`src/rtl/mem_wb_stage.sv`:
```
// Memory-access / write-back stage: one instruction per handshake, load/store via
// a req/ack data-memory port, registered single-cycle register-file write pulse.
module mem_wb_stage (
  input  logic        clk_i,
  input  logic        rst_n_i,
  input  logic        ex_valid_i,
  output logic        ex_ready_o,
  input  logic [31:0] ex_result_i,
  input  logic [31:0] ex_store_data_i,
  input  logic [4:0]  ex_rd_i,
  input  logic        ex_reg_write_i,
  input  logic        ex_mem_read_i,
  input  logic        ex_mem_write_i,
  input  logic [2:0]  ex_funct3_i,
  output logic        dmem_req_o,
  output logic        dmem_we_o,
  output logic [31:0] dmem_addr_o,
  output logic [31:0] dmem_wdata_o,
  output logic [3:0]  dmem_wmask_o,
  input  logic        dmem_ack_i,
  input  logic [31:0] dmem_rdata_i,
  output logic        RegWrite_o,
  output logic [4:0]  RD_address_o,
  output logic [31:0] RD_data_o,
  output logic        fault_o
);

  // state    | meaning
  // IDLE     | ready to accept; ALU results and faults retire from here
  // WAIT_MEM | memory request outstanding until dmem_ack_i
  typedef enum logic {IDLE, WAIT_MEM} state_e;

  state_e      state_q, state_d;
  logic [29:0] addr_q, addr_d;
  logic [1:0]  off_q, off_d;
  logic [31:0] wdata_q, wdata_d;
  logic [3:0]  wmask_q, wmask_d;
  logic        we_q, we_d;
  logic        load_q, load_d;
  logic [4:0]  rd_q, rd_d;
  logic [2:0]  funct3_q, funct3_d;
  logic        regwrite_q, regwrite_d;
  logic [4:0]  rd_addr_q, rd_addr_d;
  logic [31:0] rd_data_q, rd_data_d;
  logic        fault_q, fault_d;

  logic        is_mem, illegal, misaligned;
  logic [3:0]  st_mask;
  logic [31:0] st_data;
  logic [7:0]  ld_byte;
  logic [15:0] ld_half;
  logic [31:0] ld_value;

  assign is_mem  = ex_mem_read_i | ex_mem_write_i;
  assign illegal = (ex_funct3_i[1:0] == 2'b11)
                 | (ex_funct3_i[2] & (ex_funct3_i[1:0] == 2'b10))
                 | (ex_funct3_i[2] & ex_mem_write_i);
  assign misaligned = ((ex_funct3_i[1:0] == 2'b01) & ex_result_i[0])
                    | ((ex_funct3_i[1:0] == 2'b10) & (ex_result_i[1:0] != 2'b00));

  always_comb begin
    st_mask = 4'b1111;
    st_data = ex_store_data_i;
    case (ex_funct3_i[1:0])
      2'b00: begin
        st_mask = 4'b0001 << ex_result_i[1:0];
        st_data = {4{ex_store_data_i[7:0]}};
      end
      2'b01: begin
        st_mask = 4'b0011 << ex_result_i[1:0];
        st_data = {2{ex_store_data_i[15:0]}};
      end
      default: ;
    endcase
  end

  always_comb begin
    case (off_q)
      2'd0:    ld_byte = dmem_rdata_i[7:0];
      2'd1:    ld_byte = dmem_rdata_i[15:8];
      2'd2:    ld_byte = dmem_rdata_i[23:16];
      default: ld_byte = dmem_rdata_i[31:24];
    endcase
    ld_half = off_q[1] ? dmem_rdata_i[31:16] : dmem_rdata_i[15:0];
    case (funct3_q)
      3'b000:  ld_value = {{24{ld_byte[7]}}, ld_byte};
      3'b001:  ld_value = {{16{ld_half[15]}}, ld_half};
      3'b100:  ld_value = {24'd0, ld_byte};
      3'b101:  ld_value = {16'd0, ld_half};
      default: ld_value = dmem_rdata_i;
    endcase
  end

  always_comb begin
    state_d    = state_q;
    addr_d     = addr_q;
    off_d      = off_q;
    wdata_d    = wdata_q;
    wmask_d    = wmask_q;
    we_d       = we_q;
    load_d     = load_q;
    rd_d       = rd_q;
    funct3_d   = funct3_q;
    regwrite_d = 1'b0;
    rd_addr_d  = rd_addr_q;
    rd_data_d  = rd_data_q;
    fault_d    = 1'b0;
    case (state_q)
      IDLE: begin
        if (ex_valid_i) begin
          if (!is_mem) begin
            regwrite_d = ex_reg_write_i & (ex_rd_i != 5'd0);
            rd_addr_d  = ex_rd_i;
            rd_data_d  = ex_result_i;
          end else if (illegal || misaligned) begin
            fault_d = 1'b1;
          end else begin
            addr_d   = ex_result_i[31:2];
            off_d    = ex_result_i[1:0];
            wdata_d  = st_data;
            wmask_d  = st_mask;
            we_d     = ex_mem_write_i;
            load_d   = ex_mem_read_i;
            rd_d     = ex_rd_i;
            funct3_d = ex_funct3_i;
            state_d  = WAIT_MEM;
          end
        end
      end
      WAIT_MEM: begin
        if (dmem_ack_i) begin
          state_d    = IDLE;
          regwrite_d = load_q & (rd_q != 5'd0);
          if (load_q) begin
            rd_addr_d = rd_q;
            rd_data_d = ld_value;
          end
        end
      end
      default: state_d = IDLE;
    endcase
  end

  always_ff @(posedge clk_i or negedge rst_n_i) begin
    if (!rst_n_i) begin
      state_q    <= IDLE;
      addr_q     <= '0;
      off_q      <= '0;
      wdata_q    <= '0;
      wmask_q    <= '0;
      we_q       <= 1'b0;
      load_q     <= 1'b0;
      rd_q       <= '0;
      funct3_q   <= '0;
      regwrite_q <= 1'b0;
      rd_addr_q  <= '0;
      rd_data_q  <= '0;
      fault_q    <= 1'b0;
    end else begin
      state_q    <= state_d;
      addr_q     <= addr_d;
      off_q      <= off_d;
      wdata_q    <= wdata_d;
      wmask_q    <= wmask_d;
      we_q       <= we_d;
      load_q     <= load_d;
      rd_q       <= rd_d;
      funct3_q   <= funct3_d;
      regwrite_q <= regwrite_d;
      rd_addr_q  <= rd_addr_d;
      rd_data_q  <= rd_data_d;
      fault_q    <= fault_d;
    end
  end

  // Request is decoded from the state register so it drops as soon as reset hits.
  assign ex_ready_o   = (state_q == IDLE);
  assign dmem_req_o   = (state_q == WAIT_MEM);
  assign dmem_we_o    = we_q;
  assign dmem_addr_o  = {addr_q, 2'b00};
  assign dmem_wdata_o = wdata_q;
  assign dmem_wmask_o = wmask_q;
  assign RegWrite_o   = regwrite_q;
  assign RD_address_o = rd_addr_q;
  assign RD_data_o    = rd_data_q;
  assign fault_o      = fault_q;

endmodule

```
`config.mk`:
```
export PLATFORM = sky130hd
export DESIGN_NAME = mem_wb_stage
export DESIGN_NICKNAME = d
export VERILOG_FILES = /design/src/rtl/mem_wb_stage.sv
export SDC_FILE = /design/constraint.sdc
export NUM_CORES = 1
export LEC_CHECK = 0
export CORE_UTILIZATION = 47
export DETAILED_ROUTE_END_ITERATION = 6
export PLACE_DENSITY = 0.84
export SLEW_MARGIN = 40
export SYNTH_ARGS = -nofsm -noshare
export SYNTH_HDL_FRONTEND = slang
export SYNTH_SLANG_ARGS = --single-unit
```
`constraint.sdc`:
```
create_clock -name clk_i -period 3.34 [get_ports clk_i]
set_input_delay 0.668 -clock clk_i [delete_from_list [all_inputs] [get_ports clk_i]]
set_output_delay 0.668 -clock clk_i [all_outputs]
set_load 0.005 [all_outputs]
```
## After elaboration in Yosys (flattened, before gate mapping)

Index checks and enable logic that the tools add are counted.

| operators by class | value |
|---|---|
| $add $sub $neg | 0 |
| $mul | 0 |
| equal/unequal tests | 12 |
| shift-type cells | 2 |
| magnitude comparators | 0 |
| divide/modulo/power cells | 0 |
| muxes and demuxes | 28 |
| bitwise gates (word level) | 12 |
| reductions and logical operators | 9 |

Operator list:

| kind | number |
|---|---|
| $mux 32 | 4 |
| $pmux 32 s2 | 2 |
| $pmux 32 s4 | 1 |
| $pmux 8 s3 | 1 |
| $mux 5 | 4 |
| $mux 16 | 1 |
| $mux 1 | 11 |
| $pmux 5 s2 | 1 |
| $reduce_bool 5->1 | 2 |
| $pmux 4 s2 | 1 |
| $reduce_and 4->1 | 2 |
| $and 1x1->1 | 6 |
| $eq 2x2->1 const B | 3 |
| $eq 3x3->1 const B | 2 |
| $ne 2x2->1 const B | 3 |
| $eq 2x1->1 const B | 2 |
| $logic_not 2->1 | 2 |
| $or 1x1->1 | 4 |
| $pmux 1 s2 | 2 |
| $shl 1x2->4 const A | 1 |
| $shl 2x2->4 const A | 1 |
| $eq 3x1->1 const B | 1 |
| $logic_not 3->1 | 1 |
| $ne 2x1->1 const B | 1 |
| other kinds (3) | 4 |

| word-level totals | value |
|---|---|
| latch bits | 0 |
| input port bits | 111 |
| bits in read-only memories | 0 |
| RAM bits | 0 |
| output and inout bits | 110 |
| bits in registers | 118 |
| memories | 0 |
| word-level logic and storage cells | 76 |

## Longest topological paths before layout

Gate-level depths: netlist of run 1.

| depth | value |
|---|---|
| depth after elaboration | 9 |
| depth in mapped cells | 7 |
| mapped depth without buffers | 4 |

## Worst setup path after synthesis of run 1

OpenSTA, ideal clock, no wires.

| timing | value |
|---|---|
| path kind | input to register |
| from | input port ex_mem_write_i |
| to | register addr_q[0] |
| arrival | 1.877 ns |
| path buffers | 2 |
| setup time | 0.125 ns |
| cell stages on the path | 5 |
| slack | 1.338 ns |
| data required time | 3.215 ns |
| cells stage by stage | buf_2 a221oi_2 o221ai_4 buf_6 mux2_4 |

| on the way | value |
|---|---|
| cells in the longest elaborated chain, start to end | 5 |
| elaborated cells between the ends (all ways) | 6 |
| those cells by class | bitwise (4); reduce/logical (2) |

Ends and longest elaborated chain:

| element | RTL line | source |
|---|---|---|
| start, declared | 13 | `input logic ex_mem_write_i,` |
| $and 1x1->1 | 57 | `\| (ex_funct3_i[2] & ex_mem_write_i);` |
| $or 1x1->1 | 57 |  |
| $logic_or 1x1->1 | 115 | `end else if (illegal \|\| misaligned) begin` |
| $not 1->1 (no line) | n/a |  |
| $reduce_and 4->1 (no line) (*) | n/a |  |
| end signal, assigned | 161 | `addr_q <= addr_d;` |
| end, declared | 34 | `logic [29:0] addr_q, addr_d;` |

Mark *: on every way between the ends. The rest lies on a longest branch, timed or not.
A chain may end at the register's enable or synchronous reset.

## Worst setup path in the final report of run 1

| timing | value |
|---|---|
| from | register state_q (netlist: dmem_req_o) |
| to | output port ex_ready_o |

| on the way | value |
|---|---|
| cells in the longest elaborated chain, start to end | 1 |

Ends and longest elaborated chain:

| element | RTL line | source |
|---|---|---|
| start, declared | 33 | `state_e state_q, state_d;` |
| start signal, assigned | 160 | `state_q <= state_d;` |
| $not 1->1 (no line) | n/a |  |
| end, declared | 7 | `output logic ex_ready_o,` |

Every way passes these cells.

==> results of run 1 <==
-- state kept, by name, summed over array words and instances, names as in the netlist --
signal and count:
RegWrite_o 1, dmem_wmask_o 4, dmem_wdata_o 32, addr_q 30, dmem_req_o 1, fault_o 1
RD_address_o 5, rd_q 5, dmem_we_o 1, funct3_q 3, load_q 1, RD_data_o 32
off_q 2
-- how the worst min path moves through the flow --
stage	to	slack, ns	cells past startpoint	start
floorplan	RD_address_o[0]	0.37	0	rst_n_i
global placement	dmem_wdata_o[11]	0.46	2	dmem_wdata_o[11]
detailed placement	dmem_wdata_o[12]	0.47	2	dmem_wdata_o[12]
CTS	addr_q[19]	0.33	1	rst_n_i
global route	addr_q[19]	0.36	1	rst_n_i
finish	addr_q[19]	0.31	1	rst_n_i
-- cells by family (layout without fill, tap and decap cells) --
kind of cell	after synthesis	in the layout	share of synthesized area [%]
mux	90	90	19.7
compound gates	135	135	14.6
simple gates	142	142	11.1
flops	118	118	49.9
buf+inv	52	271	4.71
other cells	1	2	0.0633
-- Yosys cell counts (all sizes together) (2+ instances only) --
| library cell | count |
|---|---|
| dfrtp | 118 |
| a211oi | 18 |
| a22oi | 8 |
| o21ai | 57 |
| nor4 | 3 |
| nor3 | 18 |
| nor2 | 38 |
| mux2 | 56 |
| nand2b | 2 |
| clkbuf | 20 |
| a221o | 6 |
| or2 | 2 |
| nand3b | 6 |
| nor3b | 3 |
| or4 | 2 |
| nor2b | 4 |
| inv | 9 |
| o22ai | 9 |
| a21oi | 22 |
| nand3 | 2 |
| a221oi | 9 |
| buf | 23 |
| mux2i | 33 |
| nand2 | 62 |
-- cells in the final DEF, fill, tap and decap left out, types with 3 or more instances in the layout --
cell type                           n
sky130_fd_sc_hd__o21ai_0           56
sky130_fd_sc_hd__mux2i_1           33
sky130_fd_sc_hd__inv_1              9
sky130_fd_sc_hd__a22oi_1            8
sky130_fd_sc_hd__nand3b_1           6
sky130_fd_sc_hd__a211oi_1          18
sky130_fd_sc_hd__mux2_4            48
sky130_fd_sc_hd__buf_4             12
sky130_fd_sc_hd__a221oi_1           8
sky130_fd_sc_hd__clkdlybuf4s50_1  217
sky130_fd_sc_hd__nor2b_1            4
sky130_fd_sc_hd__a221o_1            6
sky130_fd_sc_hd__bufinv_16          3
sky130_fd_sc_hd__clkbuf_16         17
sky130_fd_sc_hd__clkbuf_8           4
sky130_fd_sc_hd__o22ai_1            9
sky130_fd_sc_hd__nor3_1            18
sky130_fd_sc_hd__nor3b_1            3
sky130_fd_sc_hd__dfrtp_1          117
sky130_fd_sc_hd__nor2_1            37
sky130_fd_sc_hd__nand2_1           62
sky130_fd_sc_hd__a21oi_1           21
sky130_fd_sc_hd__mux2_2             8
sky130_fd_sc_hd__clkinv_2           5
-- layout make-up --
type,instances,area [sq um]
clock buffer,23,488
clock inverter,9,123
fill,856,3370
inverter,9,33.8
multi-input combinational,369,2700
sequential,118,2950
tap,168,210
timing repair buffer,230,2280
-- metrics by stage --
step | worst slack [ns] | utilization (%)
after global routing | 0.766 | 72.3
final | 0.818 | 72.3
after global placement | 0.588 | 67.3
after detailed placement | 0.553 | 67.3
after CTS | 0.836 | 72.3
after floorplan | 1.34 | -
-- power groups by stage --
stage	Clock (W)	Sequential (W)	Combinational, W
6_report	0.00187	0.00225	0.00206
5_1_grt	0.00197	0.00230	0.00223
4_1_cts	0.00190	0.00225	0.00207
3_5_place_dp	0	0.00226	0.00206
3_3_place_gp	0	0.00223	0.00200
2_1_floorplan	0	0.00218	0.000865
-- worst max-delay path, delay by kind of cell (launching register included) --
kind	cells	cell delay, ns
buf+inv	2	1.06
flops	1	0.38
-- routing by layer --
layer / GRT usage, % / share of wire, % / wire [microns] / vias up
met5: 0 / 0 / 0 / -
met4: 13.6 / 3.3 / 601 / 0
met3: 8.63 / 8.5 / 1540 / 38
met2: 47.1 / 49 / 8820 / 265
met1: 34.0 / 39 / 7130 / 2480
li1: - / - / - / 2336
==> summary.txt, run 1 <==
===============================================================================
Hold buffer count at CTS                                                      0
Power per standard cell area                                        703 mW/mm^2
Area growth from synthesis to layout                                      48.5%
Transition time at the pin with the least slew margin                  0.763 ns
Proportion of netlist area held by the largest area contributor           49.9%
Post-Place Cell Area                                               0.00818 sq mm
FF-to-FF End                                                       RD_data_o[21]
Placed Instances                                                            894
Final Instance Count excl. Fillers                                          926
Post-synth cell types                                                        42
First-pass GRT wire length                                              28.2 mm
Overall via count from detail_route                                       5,119
Leading area contributor after synthesis                           sky130_fd_sc_hd__dfrtp_1
Initial antenna violation count                                               0
Overall routed net length                                               18.1 mm
Element type at the critical path end                              primary output
Residual DRC count                                                            0
Final hold violation count                                                    0
Setup crit start                                                     dmem_req_o
Count of flip-flops with a built-in enable after synthesis                    0
Switching part of the total power                                         27.8%
Largest incremental delay on the critical path                          0.63 ns
Fin area                                                           0.00879 sq mm
Required time of the worst setup path                                   2.67 ns
Half-perimeter wire length after detailed placement                     13.0 mm
Total routing resource utilization after global routing                   28.5%
Post-route fraction of the period consumed by the critical path           75.5%
Pins over their slew limit                                                    0
Class of the worst hold path                                       primary input to asynchronous set/reset pin
Count of clock tree sinks                                                   118
Post-synthesis sequential area ratio                                      49.9%
Unrepaired setup endpoints after global routing                              no
Count of input and output buffers                                           218
Post-DRT Antenna Nets                                                         0
Path depth of the worst reg2reg path                                          4
Post-cts gate resize count                                                    0
Cells traversed along the worst timing path                        inv_1 -> clkdlybuf4s50_1
Final weighted congestion of routability-driven global placement          0.839
Worst-case clock skew                                                0.00461 ns
Maximum VDD drop                                                         284 uV
Core region area                                                   0.0122 sq mm
Sort of element at the start of the critical path                          flop
Startpoint of the worst register-to-register path                      off_q[1]
Leakage Power                                                           3.82 nW
Summed negative setup slack over all endpoints                             0 ns
H-tree level count                                                            4
Internal Pwr Total                                                    0.00446 W
End point of the critical path                                       ex_ready_o
Sequential fraction of design power                                       36.4%
Clock network fraction of total power                                     30.3%
Row count                                                                    40
Root Driver                                                        sky130_fd_sc_hd__clkbuf_16
Number of antenna cells inserted                                              0
Worst reg-to-reg setup slack                                            1.22 ns
Yosys synthesis warning count                                                 0
CTS buffer count                                                             17
Clk pin slew, worst setup/hold paths                                    0.05 ns
Logic pwr share                                                           33.3%
Psw                                                                   0.00172 W
Post-synth ARST share                                                      100%
Type of the worst setup path                                       flop to primary output
Dominant register cell in the synthesized netlist                  sky130_fd_sc_hd__dfrtp_1
Endpoints failing setup                                                       0
Remaining global-route overflow                                               0
Peak clock frequency supported by timing                                396 MHz
DRC violation total after the first TritonRoute iteration                   390
Final min period                                                        2.52 ns
Routed length per instance                                         19.5 microns
Power consumption                                                     0.00618 W
Worst hold slack after final layout                                    0.309 ns
Max-Slew Margin vs Limit                                                  49.0%
DIE WIDTH                                                           114 microns
Effective utilization at floorplan                                        48.7%
Maximum number of pins on one net before global-route repair                 65
Cell types with the largest area share after synthesis             sky130_fd_sc_hd__dfrtp_1, sky130_fd_sc_hd__mux2_4, sky130_fd_sc_hd__mux2i_1
TritonRoute pass-1 iters                                                      5
Clock tree from TritonCTS                                                  done
Count of boundary I/O pins                                                  221
Number of buffers on the longest clock path                                   2
Chip Height                                                         114 microns
Netlist area before placement                                      0.00592 sq mm
Slowest cell on the critical path                                  sky130_fd_sc_hd__clkdlybuf4s50_1
Post-layout nets                                                            856
Clock Latency Late Sink                                                 0.41 ns
Max Fanout on Critical Path                                                  16
Status                                                                completed
Buffer count from post-CTS setup fixing                                       0
Fraction of layout instances using a drive strength above 1               14.6%
Synthesized instance count                                                  538
Reported max-cap violation count                                              0
Worst EP arrival                                                        1.85 ns
Number of register bits inferred by synthesis                               118
Mean instance size in the synthesized netlist                        11.0 sq um
Vias in the first global route                                            5,265
Die Area                                                           0.0130 sq mm
Via density per instance                                                   5.53
===============================================================================
No activity file was read; power rests on OpenSTA's default activity.
==> run 2: changes to the inputs <==
- CORE_UTILIZATION: 47 -> 40
- PLACE_DENSITY: 0.84 -> 0.76
- clock period: 3.34 -> 2.19 ns (I/O delays scaled with it)
==> run 2 against run 1 <==
Compared with the run above: design area is 3.0% higher; critical endpoint is now dmem_req_o; combinational power is 59% higher; non-clock buffer count is 27 higher; sequential power is 51% higher; sequential share of layout area is 1.0 points lower; critical path type unchanged; flip-flop and latch count stayed put; utilization is 9.7 points lower; via count is 3.6% higher; global-route usage is 3.0 points lower.
==> summary.txt, run 2 (synthesis results as in run 1) <==
===============================================================================
Clock network fraction of total power                                     30.1%
Worst reg-to-reg setup slack                                            0.20 ns
Clk pin slew, worst setup/hold paths                                    0.05 ns
Sort of element at the start of the critical path                          flop
Most common cell after layout, fill and taps aside                 sky130_fd_sc_hd__clkdlybuf4s50_1
Logic pwr share                                                           34.3%
Core region area                                                   0.0145 sq mm
Max Fanout on Critical Path                                                  10
Routing layer with the top usage in global route                           met2
CTS buffer count                                                             17
Residual DRC count                                                            0
Via density per instance                                                   5.47
Summed negative setup slack over all endpoints                             0 ns
Post-cts gate resize count                                                    0
Worst Setup Slack, final                                              0.0707 ns
Setup crit start                                                     dmem_req_o
Class of the worst hold path                                       primary input to asynchronous set/reset pin
First-pass GRT wire length                                              28.9 mm
TritonRoute pass-1 iters                                                      5
Final min period                                                        2.12 ns
Worst setup timing slack at the placement stage                       -0.208 ns
Switching part of the total power                                         28.0%
Vias in the first global route                                            5,359
Routed length per instance                                         19.4 microns
Half-perimeter wire length after detailed placement                     14.0 mm
Internal Pwr Total                                                    0.00687 W
Top library cells by usage in the layout, fill and taps aside      sky130_fd_sc_hd__clkdlybuf4s50_1, sky130_fd_sc_hd__dfrtp_1, sky130_fd_sc_hd__nand2_1, sky130_fd_sc_hd__o21ai_0, sky130_fd_sc_hd__mux2_4
Worst-case clock skew                                                0.00906 ns
Post-route fraction of the period consumed by the critical path           96.8%
Initial antenna violation count                                               0
Overall via count from detail_route                                       5,302
Endpoints failing setup                                                       0
Peak clock frequency supported by timing                                472 MHz
Required time of the worst setup path                                   1.75 ns
Met3 usage                                                                8.33%
Area growth from synthesis to layout                                      53.0%
DIE WIDTH                                                           124 microns
Pins over their slew limit                                                    0
Remaining global-route overflow                                               0
Clock tree from TritonCTS                                                  done
Hold buffer count at CTS                                                      0
Startpoint of the worst register-to-register path                      off_q[1]
Final hold violation count                                                    0
Reported max-cap violation count                                              0
Clock Latency Late Sink                                                 0.41 ns
DRC violation total after the first TritonRoute iteration                   312
Status                                                                completed
Fraction of met1 tracks used by global routing                            30.4%
Buffer count from post-CTS setup fixing                                       0
Row count                                                                    44
FF-to-FF End                                                       RD_data_o[14]
Final weighted congestion of routability-driven global placement          0.844
Post-layout nets                                                            883
Count of input and output buffers                                           218
Power per standard cell area                                       1050 mW/mm^2
Count of boundary I/O pins                                                  221
Worst EP arrival                                                        1.68 ns
Psw                                                                   0.00267 W
Sequential fraction of design power                                       35.6%
Leakage Power                                                           3.96 nW
Overall routed net length                                               18.8 mm
Maximum VDD drop                                                         527 uV
Max-Slew Margin vs Limit                                                  52.1%
Post-DRT Antenna Nets                                                         0
Maximum number of pins on one net before global-route repair                 88
Path depth of the worst reg2reg path                                          5
Total routing resource utilization after global routing                   25.5%
End point of the critical path                                       dmem_req_o
Number of buffers on the longest clock path                                   2
Effective utilization at floorplan                                        40.9%
Count of clock tree sinks                                                   118
Root Driver                                                        sky130_fd_sc_hd__clkbuf_16
Number of antenna cells inserted                                              0
Element type at the critical path end                              primary output
Chip Height                                                         124 microns
Transition time at the pin with the least slew margin                  0.716 ns
Grt met2 use                                                              42.1%
Die Area                                                           0.0153 sq mm
Unrepaired setup endpoints after global routing                              no
Type of the worst setup path                                       flop to primary output
H-tree level count                                                            4
Fraction of layout instances using a drive strength above 1               17.5%
===============================================================================
[run 2: cell count changes in the layout (fill, tap and decap cells not counted)]
cell,delta
sky130_fd_sc_hd__buf_12,+3
sky130_fd_sc_hd__buf_4,+24
sky130_fd_sc_hd__a21oi_4,+1
sky130_fd_sc_hd__a21oi_2,-1
sky130_fd_sc_hd__dfrtp_1,+1
sky130_fd_sc_hd__dfrtp_2,-1
[run 2: worst min path at each step]
stage	cells after the start	to	startpoint	slack, ns
floorplan	0	RD_address_o[0]	rst_n_i	0.14
global placement	2	RD_data_o[4]	RD_data_o[4]	0.46
detailed placement	2	RD_data_o[7]	RD_data_o[7]	0.47
CTS	2	RD_data_o[15]	rst_n_i	0.07
global route	2	RD_data_o[3]	rst_n_i	0.1
finish	2	addr_q[2]	rst_n_i	0.04
[run 2: power groups by stage]
stage	registers [W]	logic, W	clock network, W
after global routing	0.00347	0.00356	0.00303
after CTS	0.00339	0.00329	0.00292
after detailed placement	0.00341	0.00327	0
after floorplan	0.00332	0.00132	0
final	0.00339	0.00327	0.00287
after global placement	0.00338	0.00320	0
[run 2: layout make-up]
cell class / instances / area [sq um]
fill: 1187 / 5420
sequential: 118 / 2950
multi-input combinational: 369 / 2710
timing repair buffer: 257 / 2520
clock buffer: 23 / 488
tap: 184 / 230
clock inverter: 9 / 123
inverter: 9 / 33.8
[run 2: worst max-delay path, stage by stage, from the launching register on]
cell and delay [ns]:
sky130_fd_sc_hd__dfrtp_1 0.50, sky130_fd_sc_hd__buf_4 0.25, sky130_fd_sc_hd__clkdlybuf4s50_1 0.52
[run 2: per-layer routing]
layer / part of all wire (%) / up-vias
li1: - / 2411
met1: 40 / 2573
met2: 47 / 280
met3: 9.8 / 38
met4: 2.7 / 0
met5: 0 / -
[run 2: metrics by stage]
| stage | util [%] | power (W) | instance area, sq um | cells | hold slack, ns |
|---|---|---|---|---|---|
| 6_report | 62.6 | 0.00954 | 9060 | 969 | 0.0389 |
| 5_1_grt | 62.6 | 0.0101 | 9060 | 969 | 0.0966 |
| 4_1_cts | 62.5 | 0.00960 | 9050 | 969 | 0.0728 |
| 3_5_place_dp | 58.3 | 0.00668 | 8440 | 937 | 0.474 |
| 3_3_place_gp | 58.3 | 0.00658 | 8440 | 937 | 0.464 |
| 2_1_floorplan | - | 0.00464 | 5920 | 539 | 0.142 |
